## src/rtl/ann_pkg.sv

```systemverilog
// Shared constants, FSM state type and output saturation helper for the ANN neuron engines.
package ann_pkg;

  localparam int DATA_W    = 16;
  localparam int FRAC_BITS = 8;
  localparam int ACC_W     = 40;

  typedef enum logic [1:0] {
    IDLE   = 2'd0,
    RUN    = 2'd1,
    FINISH = 2'd2,
    OUT    = 2'd3
  } state_t;

  // Clamp an already-rescaled value into the signed DATA_W range, optionally zeroing negatives.
  function automatic logic [DATA_W-1:0] sat_relu(input logic signed [ACC_W-1:0] v,
                                                 input logic relu);
    logic signed [ACC_W-1:0] max_v;
    logic signed [ACC_W-1:0] min_v;
    logic [DATA_W-1:0] r;
    max_v = {{(ACC_W-DATA_W+1){1'b0}}, {(DATA_W-1){1'b1}}};
    min_v = {{(ACC_W-DATA_W+1){1'b1}}, {(DATA_W-1){1'b0}}};
    if (relu && (v < 0))  r = '0;
    else if (v > max_v)   r = {1'b0, {(DATA_W-1){1'b1}}};
    else if (v < min_v)   r = {1'b1, {(DATA_W-1){1'b0}}};
    else                  r = v[DATA_W-1:0];
    return r;
  endfunction

endpackage

```

## src/rtl/neuron_mac_datapath.sv

```systemverilog
// Multiplier, accumulator and read-valid tracking for one neuron dot product.
module neuron_mac_datapath #(
  parameter int DATA_W = 16,
  parameter int ACC_W  = 40
) (
  input  logic                     clk,
  input  logic                     rst,
  input  logic                     clr,
  input  logic                     rd_issue,
  input  logic signed [DATA_W-1:0] w_do,
  input  logic signed [DATA_W-1:0] x_do,
  output logic                     rd_valid,
  output logic signed [ACC_W-1:0]  acc
);
  import ann_pkg::*;

  logic signed [2*DATA_W-1:0] prod;

  assign prod = (2*DATA_W)'(w_do) * (2*DATA_W)'(x_do);

  // rd_valid is high in every cycle whose negedge read returns data by the next posedge.
  always_ff @(posedge clk) begin
    if (rst) begin
      rd_valid <= 1'b0;
      acc      <= '0;
    end else begin
      rd_valid <= rd_issue;
      if (clr)           acc <= '0;
      else if (rd_valid) acc <= acc + ACC_W'(prod);
    end
  end

endmodule

```

## src/rtl/neuron_mac_unit.sv

```systemverilog
// Single-neuron MAC engine: sweeps the shared BRAM address, accumulates, biases, rescales, saturates.
// Output handshake: a result transfers on a posedge where OUT_VALID && OUT_READY; OUT_DATA/OUT_VALID hold until then.
module neuron_mac_unit #(
  parameter int N_INPUTS  = 28,
  parameter int ADDR_W    = 5,
  parameter int DATA_W    = 16,
  parameter int FRAC_BITS = 8,
  parameter int ACC_W     = 40,
  parameter int RELU      = 1
) (
  input  logic              CLK,
  input  logic              RST,
  input  logic              START,
  input  logic [DATA_W-1:0] BIAS,
  output logic [ADDR_W-1:0] ADDR,
  output logic              EN,
  input  logic [DATA_W-1:0] W_DO,
  input  logic [DATA_W-1:0] X_DO,
  output logic              BUSY,
  output logic [DATA_W-1:0] OUT_DATA,
  output logic              OUT_VALID,
  input  logic              OUT_READY,
  output logic [1:0]        state_dbg
);
  import ann_pkg::*;

  localparam logic [ADDR_W-1:0] LAST_ADDR = ADDR_W'(N_INPUTS - 1);

  state_t                    state;
  logic                      rd_issue;
  logic                      clr;
  logic                      rd_valid;
  logic signed [ACC_W-1:0]   acc;
  logic signed [ACC_W-1:0]   bias_ext;
  logic signed [ACC_W-1:0]   sum;
  logic signed [ACC_W-1:0]   scaled;

  always_comb begin
    clr      = (state == IDLE) && START;
    rd_issue = clr || ((state == RUN) && (ADDR != LAST_ADDR));
    bias_ext = {{(ACC_W-DATA_W){BIAS[DATA_W-1]}}, BIAS};
    sum      = acc + (bias_ext <<< FRAC_BITS);
    scaled   = sum >>> FRAC_BITS;
  end

  assign BUSY      = (state != IDLE);
  assign state_dbg = state;

  neuron_mac_datapath #(
    .DATA_W (DATA_W),
    .ACC_W  (ACC_W)
  ) u_datapath (
    .clk      (CLK),
    .rst      (RST),
    .clr      (clr),
    .rd_issue (rd_issue),
    .w_do     (W_DO),
    .x_do     (X_DO),
    .rd_valid (rd_valid),
    .acc      (acc)
  );

  always_ff @(posedge CLK) begin
    if (RST) begin
      state     <= IDLE;
      ADDR      <= '0;
      EN        <= 1'b0;
      OUT_DATA  <= '0;
      OUT_VALID <= 1'b0;
    end else begin
      EN <= rd_issue;
      case (state)
        IDLE: begin
          ADDR <= '0;
          if (START) state <= RUN;
        end
        RUN: begin
          // The last address was presented last cycle; its data lands on this edge.
          if (ADDR == LAST_ADDR) begin
            ADDR  <= '0;
            state <= FINISH;
          end else begin
            ADDR <= ADDR + 1'b1;
          end
        end
        FINISH: begin
          OUT_DATA  <= sat_relu(scaled, RELU != 0);
          OUT_VALID <= 1'b1;
          state     <= OUT;
        end
        OUT: begin
          if (OUT_READY) begin
            OUT_VALID <= 1'b0;
            state     <= IDLE;
          end
        end
        default: state <= IDLE;
      endcase
    end
  end

endmodule

```

## config.mk

```make
export PLATFORM = sky130hd
export DESIGN_NAME = neuron_mac_unit
export DESIGN_NICKNAME = d
export VERILOG_FILES = /design/src/rtl/ann_pkg.sv /design/src/rtl/neuron_mac_datapath.sv /design/src/rtl/neuron_mac_unit.sv
export SDC_FILE = /design/constraint.sdc
export NUM_CORES = 1
export LEC_CHECK = 0
export ABC_AREA = 1
export CAP_MARGIN = 10
export CORE_ASPECT_RATIO = 0.6
export CORE_MARGIN = 3
export CORE_UTILIZATION = 40
export CTS_BUF_LIST = sky130_fd_sc_hd__clkbuf_4 sky130_fd_sc_hd__clkbuf_8 sky130_fd_sc_hd__clkbuf_16
export CTS_CLUSTER_SIZE = 28
export DETAILED_ROUTE_END_ITERATION = 6
export PLACE_DENSITY = 0.55
export SYNTH_ARGS = -nofsm -noshare
export SYNTH_HDL_FRONTEND = slang
export SYNTH_SLANG_ARGS = --single-unit
```

## constraint.sdc

```tcl
create_clock -name CLK -period 9.34 [get_ports CLK]
set_input_delay 1.401 -clock CLK [delete_from_list [all_inputs] [get_ports CLK]]
set_output_delay 1.401 -clock CLK [all_outputs]
set_load 0.02 [all_outputs]
```

* Word-level counts from Yosys, hierarchy flattened
Index checks and enable logic that the tools add are counted.
Cells by class: reductions and logical operators 10, add/sub/neg operators 3, $mul 1, mux-type cells 11, equality and inequality tests 8, $lt $le $gt $ge 3
Operators by type and width (count):
- 16-bit 2-to-1 mux | 3
- 40-bit by 24-bit adder with 40-bit output | 1
- 40-bit by 32-bit adder with 40-bit output | 1
- 32-bit by 16-bit greater-than comparator with 1-bit output, second input constant | 1
- 32-bit by 1-bit less-than comparator with 1-bit output, second input constant | 1
- 32-bit by 16-bit less-than comparator with 1-bit output, second input constant | 1
- 16-bit by 16-bit multiplier with 32-bit output | 1
- 5-bit one-hot mux with 2 select lines | 1
- 2-bit one-hot mux with 4 select lines | 1
- 2-bit 2-to-1 mux | 3
- 2-bit nonzero test | 3
- 5-bit by 1-bit adder with 5-bit output, second input constant | 1
- 5-bit == test, second input constant | 1
- 5-bit 2-to-1 mux | 1
- 5-bit != test, second input constant | 1
- 2-bit == test, second input constant | 2
- 2-bit != test, second input constant | 2
- 3-bit AND reduction | 1
- 2-bit by 1-bit == test with 1-bit output, second input constant | 1
- 1-bit logical AND | 2
- 2-bit zero test | 1
- 2-bit by 1-bit != test with 1-bit output, second input constant | 1
- 1-bit one-hot mux with 2 select lines | 1
- 2-bit AND reduction | 1
- 3 further kinds | 3
Word-level totals: word-level logic and storage cells 42, bits in registers 65

* Longest topological paths before layout
depth in word-level cells 5, mapped depth 29

* Modules after synthesis
Synthesis repeated with hierarchy kept, for this count alone.
Unflattened totals: cell total of the unflattened synthesis 2722, area, all modules 18870.6 um^2
By module, submodules not included:
- neuron_mac_datapath | cells each 2028, area an instance 15068.2 um^2, times used 1
- neuron_mac_unit | cells each 694, area an instance 3802.4 um^2, times used 1

* Worst setup path after synthesis
Ideal clock, no wire load.
kind in2reg, from input X_DO[5], to register u_datapath.acc[36], arrival time 7.420 ns, path slack 1.862 ns, stages 24, cells stage by stage clkbuf_1 -> clkbuf_1 -> nand2_1 -> fa_1 -> fa_1 -> inv_1 -> fa_1 -> inv_1 -> fa_1 -> inv_1 -> fa_1 -> inv_1 -> fa_1 -> inv_1 -> ha_1 -> nand2_1 -> nor2_1 -> inv_1 -> nor4_1 -> o21ai_0 -> a31o_2 -> nand3_1 -> o211ai_1 -> inv_1
Between the ends: cells in the longest elaborated chain, start to end 2
RTL lines:
- start: declaration | line neuron_mac_unit.sv:18 | input logic [DATA_W-1:0] X_DO,
- 16-bit by 16-bit multiplier with 32-bit output | line neuron_mac_datapath.sv:19 | assign prod = (2*DATA_W)'(w_do) * (2*DATA_W)'(x_do);
- 40-bit by 32-bit adder with 40-bit output | line neuron_mac_datapath.sv:29 | else if (rd_valid) acc <= acc + ACC_W'(prod);
- end signal: assignment | line neuron_mac_datapath.sv:29
- end: declaration | line neuron_mac_datapath.sv:13 | output logic signed [ACC_W-1:0] acc
Every way passes these cells. A chain may end at the register's enable or synchronous reset.

* Worst setup path in the final report
from input W_DO[15], to register u_datapath.acc[36]
Between the ends: cells in the longest elaborated chain, start to end 2
RTL lines:
- start: declaration | line neuron_mac_unit.sv:17 | input logic [DATA_W-1:0] W_DO,
- 16-bit by 16-bit multiplier with 32-bit output | line neuron_mac_datapath.sv:19
- 40-bit by 32-bit adder with 40-bit output | line neuron_mac_datapath.sv:29
Every way passes these cells.

==> flow_summary.toml <==
[status]
outcome = "complete, no violations"

[cts]
cts_root_buf = "clkbuf_16"
numCtsBuffers = 9
cts_setup_buffers = 0
cts_resized = 0
cts_tree = "yes"
ctsHtreeMaxLevel = 3
cts_buffer_depth = 2
clk_pin_slew_ns = 0.06
clock-sinks = 65
cts_hold_buf = 0
clkLatencyLatePin_ns = 0.37

[yosys]
synth_top_area_cell = "fa_1"
ys_async_sr_fraction = 0
ys.flop_type = "dfxtp_1"
yosysMostFrequentCell = "inv_1"
synth_area_leaders = "fa_1 (36%), inv_1 (15%), nand2_1 (13%)"
synth_cell_types = 46
yosysWarnings = 0
synth_top_cell_area_share = 0.365
syn_nets = 3049
syn_area_per_cell_um2 = 7.23
ys_seq_area_frac = 0.0716
ys_top_cells_by_count = "inv_1 (706), nand2_1 (644), fa_1 (331)"
synth_edf_count = 0
netlist_area_mm2 = 0.0182
synth_cells = 2515
ys_ff_latch = 65

[setup_path]
worstPathArrival_ns = 8.77
worst_r2r_path_depth = 20
crit_buf_inv = 10
cp_common_cell = "inv_1"
critPathKind = "input pin to flip-flop"
critPathMaxFanout = 6
cp-end-kind = "flip-flop"
slowest_delay_ns = 0.81
r2r_end = "u_datapath.acc[31]$_SDFFE_PP0P_"
cp-start-kind = "input pin"
crit_slowest_cell = "fa_1"
cp_top_family = "adder cells"
cp.required_ns = 9.65
reg2reg_slack_ns = 3.70
r2r-start = "u_datapath.acc[9]$_SDFFE_PP0P_"
worstSetupStartpoint = "W_DO[15]"

[finish]
area_growth_pct = 9.43
drive_above_1_share = 0.0433
area.sequential_mm2 = 0.00130
diodes = 0
final_util = 0.451
multiInputGateArea_mm2 = 0.0139
num-nets-final = 3092
fillers = 4523

[sta]
fin_crit_ns = 8.46
slew-limit-headroom = 0.311
drv_slew = 0
tns_ns = 0
tightestPinTransition_ns = 1.03
hold_violations = 0
fin_crit_sh = 0.905
setup_viol = 0
fin_skew_ns = 0.0111
rsz0062_at_grt = "false"
timing.fmax_mhz = 118

[floorplan]
coreArea_mm2 = 0.0441
start_util = 0.412
io_pins = 78
die_w_um = 281
num_rows = 59
die_h_um = 171
die-area_mm2 = 0.0481

[global_routing]
antenna_found_initial = 1
grt_max_degree = 47
track_usage = 0.247
grt_pass1_wl_um = 90400
gr-total-overflow = 0
grt_pass1_vias = 15500

[placed_design]
gp_congestion = 0.979
io_buffers = 77
hpwl_um = 49600

[detailed_routing]
drt-pass1-iter-count = 5
wl_um = 56500
drc = 0
viasPerCell = 4.91
antenna_left = 0
wire_per_inst_um = 18.0
num_vias = 15400
drt_iter0_drc = 1497

[job]
cap_violations = 0

[worst_hold_path]
hp-start = "OUT_DATA[15]$_SDFFE_PP0P_"
min_to = "OUT_DATA[15]$_SDFFE_PP0P_"
hp-class = "flip-flop to flip-flop"
holdPathStages = 2
-- registers in the layout, summed over array words and instances (netlist names) --
signal and flops:
u_datapath.acc 40, u_datapath.rd_valid 1, ADDR 5, state_dbg 2, OUT_DATA 16, OUT_VALID 1
-- metal layers --
layer,part of all wire,GRT usage,vias up
met5,0,0,-
met4,0.0053,0.0219,0
met3,0.088,0.0423,23
met2,0.37,0.328,452
met1,0.54,0.420,7577
li1,-,-,7364
-- cell usage in the layout (no fill, tap or decap), types with 9 or more instances in the layout --
master	n
nand2_2	26
a21oi_1	75
nand2_1	644
nor2_2	12
buf_4	31
o21ai_0	58
xor2_1	34
ha_1	151
a31oi_1	13
nor2_1	170
clkdlybuf4s50_1	77
nand3_1	37
dfxtp_1	65
fa_1	331
clkbuf_16	9
nand4_1	15
inv_1	706
xnor2_1	15
-- metrics by stage --
stage / instances / hold WS [ns] / area [um^2] / worst slack [ns]
6_report: 3142 / 0.444 / 19900 / 0.885
3_3_place_gp: 3125 / 0.427 / 19600 / 0.623
4_1_cts: 3141 / 0.442 / 19900 / 0.933
2_1_floorplan: 2515 / 0.445 / 18200 / 1.86
3_5_place_dp: 3125 / 0.431 / 19600 / 0.542
5_1_grt: 3142 / 0.473 / 19900 / 0.348
-- how the worst max path moves through the flow --
stage | end | depth (start not counted)
2_1_floorplan | u_datapath.acc[36]$_SDFFE_PP0P_ | 24
3_3_place_gp | u_datapath.acc[35]$_SDFFE_PP0P_ | 23
3_5_place_dp | u_datapath.acc[36]$_SDFFE_PP0P_ | 25
4_1_cts | u_datapath.acc[36]$_SDFFE_PP0P_ | 25
5_1_grt | u_datapath.acc[36]$_SDFFE_PP0P_ | 25
6_report | u_datapath.acc[36]$_SDFFE_PP0P_ | 25
-- worst register-to-register path, delay by kind of cell, from the launching register on --
| kind | cells | cell delay (ns) |
|---|---|---|
| buf+inv | 3 | 0.16 |
| fa+ha+maj | 6 | 2.70 |
| simple gates | 5 | 0.59 |
| flops | 1 | 0.69 |
| compound gates | 6 | 1.44 |
-- logic make-up after synthesis --
group,Yosys count,synth area share
AOI/OAI and AO/OA,184,0.0569
buffers and inverters,790,0.165
adders and majority gates,482,0.468
DFF,65,0.0716
xor gates and xnor gates,49,0.0236
and+or+nand+nor,945,0.214
-- cell type report --
type,count,share of cell area
clock buffers,10,0.0120
inverters,714,0.135
flip-flops and latches,65,0.0654
multi-input cells,1660,0.698
well taps,579,0.0364
clock inverters,6,0.00333
repair buffers,108,0.0504
Power is not shown: default switching activity piles up to over one toggle a cycle in this logic, so the estimate is an artifact.
==> RTL edit (same settings) <==
Register the output `state_dbg` once more, cleared by the reset; this adds one clock of latency there. The other outputs are not delayed to match.
--- a/src/rtl/neuron_mac_unit.sv
+++ b/src/rtl/neuron_mac_unit.sv
@@ -44,7 +44,13 @@
   end
 
   assign BUSY      = (state != IDLE);
-  assign state_dbg = state;
+  always_ff @(posedge CLK) begin
+    if (RST) begin
+      state_dbg <= '0;
+    end else begin
+      state_dbg <= state;
+    end
+  end
 
   neuron_mac_datapath #(
     .DATA_W (DATA_W),
Behaviour: not the same (a bounded check fails within 4 cycles, from zero or initial values and one cycle with RST high).
==> RTL edit against the unedited design <==
Cell area decreased by 2.2%; final cell count down 3.1%; area after synthesis is 2.3% lower; utilization fell by 0.48 points; count of clock-buffer cells in the layout unchanged; worst setup slack improved by 0.25 ns; first-iteration DRC count fell by 17%; synthesized cell count fell by 3.7%; sequential cell count grew 2; hold slack got worse by 0.0035 ns; sequential share of layout area is 0.35 points higher; routed wire length shrank 11%; critical endpoint is now u_datapath.acc[38]; highest routed layer unchanged.
Power is not shown: default switching activity piles up to over one toggle a cycle in this logic, so the estimate is an artifact.
==> RTL edit: results (changes against the unedited design) <==
- Pre-CTS WS: 0.789 ns (+0.247 ns)
- Initial antenna violation count: 0 (-1)
- Yosys Warn Count: 0 (unchanged)
- WL/cell: 16.6 µm (-8.0%)
- Clk slew on worst S/H paths: 0.06 ns (about the same)
- Worst Setup SP: W_DO[15]
- Hold Path Depth: 2 (unchanged)
- Slew @ Worst Pin: 0.995 ns (-0.0353 ns)
- Crit share post-route: 87.9% (-2.6 points)
- Worst r2r src: u_datapath.acc[3]
- Syn avg cell area: 7.33 µm² (+1.4%)
- Post-synth top cells: 695 x inv_1, 556 x nand2_1, 331 x fa_1, 163 x nor2_1, 151 x ha_1
- FILL cells: 4,522 (-0.022%)
- Largest net degree at the start of global routing: 46 (-2.1%)
- Seq/Total Area, Yosys: 7.55% (+0.40 points)
- H-tree Lvls: 3 (unchanged)
- CTS Buffer Depth: 2 (unchanged)
- FF-to-FF End: u_datapath.acc[35]
- Largest stage delay on the critical path: 0.80 ns
- Crit-path slowest cell: fa_1
- GP Congestion: 0.933 (-4.7%)
- I/O Buffers: 77 (unchanged)
- Resize count post-CTS: 0 (unchanged)
- Placed Area: 19,200 µm² (-2.1%)
- Avg Vias per Cell: 4.80 (-2.1%)
- R2R Setup Slk: 3.98 ns (+0.28 ns)
- Status: finished clean
- Max Cap Viol: 0 (unchanged)
- GRT Resource Usage Total: 22.4% (-2.3 points)
- Worst Hold End: OUT_DATA[15]
- DR vias: 14,600 (-5.1%)
- Share of cells above drive strength 1: 3.00% (-1.3 points)
- Setup Skew: 0.00969 ns (-0.00140 ns)
- WP data arrival: 8.52 ns (-0.25 ns)
- R2R depth: 27 (+35%)
- CP max FO: 7 (+1)
- First-pass GRT wire length: 82,900 µm (-8.3%)
- Initial DRC Count: 1,245 (-17%)
- Top flop regs: u_datapath.acc: 40 flops, OUT_DATA: 16 flops, ADDR: 5 flops
- Antenna diodes: 0 (unchanged)
- Synth async-reset ratio: 0% (unchanged)
- Root buffer cell: clkbuf_16
- Ranking of synthesized cells by area: fa_1 37%, inv_1 15%, nand2_1 12%
- Hold path startpoint: OUT_DATA[15]
- DP HPWL: 44,200 µm (-11%)
- HP Class: reg -> reg
- Synth unique cells: 42 (-8.7%)
- Cells after DPL: 3,031 (-3.0%)
- Hold WS: 0.440 ns (-0.00353 ns)
[RTL edit: cell count changes in the layout (fill, tap and decap cells not counted), moves of 8 or more]
cell     delta
a21oi_1    +17
nand2_2    -16
nand3_1    +30
nand2_1    -88
inv_1      -11
o21ai_1     +8
[RTL edit: logic make-up after synthesis]
family / Yosys count / share of synthesized area, %
adder cells (fa/ha/maj): 482 / 48.0
AO/OA/AOI/OAI: 204 / 6.34
XOR/XNOR: 56 / 2.76
flip-flops: 67 / 7.55
buffers and inverters: 775 / 16.4
AND/OR/NAND/NOR: 838 / 19.0
[RTL edit: worst max path at each step]
stage | end | depth (start not counted)
2_1_floorplan | u_datapath.acc[38] | 26
3_3_place_gp | u_datapath.acc[38] | 27
3_5_place_dp | u_datapath.acc[38] | 27
4_1_cts | u_datapath.acc[38] | 27
5_1_grt | u_datapath.acc[38] | 27
6_report | u_datapath.acc[38] | 27
[RTL edit: per-layer routing]
layer / GRT usage, % / wire length, µm / vias to the layer above
met5: 0 / 0 / -
met4: 2.68 / 391 / 0
met3: 4.06 / 3370 / 33
met2: 32.2 / 20000 / 379
met1: 35.8 / 26600 / 7105
li1: - / - / 7109
[RTL edit: cell type report]
cell class | instances | area (µm²) | share of cell area (%)
clock buffers | 10 | 233 | 1.20
clock inverters | 5 | 41.3 | 0.212
inverters | 699 | 2620 | 13.5
multi-input cells | 1580 | 13500 | 69.4
flip-flops and latches | 67 | 1340 | 6.90
well taps | 579 | 724 | 3.72
repair buffers | 106 | 988 | 5.08
[RTL edit: worst register-to-register path, delay by kind of cell (launching register included)]
family / cells / cell delay [ns]
AO/OA/AOI/OAI: 3 / 0.56
buffers and inverters: 7 / 0.70
flip-flops: 1 / 0.33
AND/OR/NAND/NOR: 10 / 1.06
adder cells (fa/ha/maj): 7 / 2.62
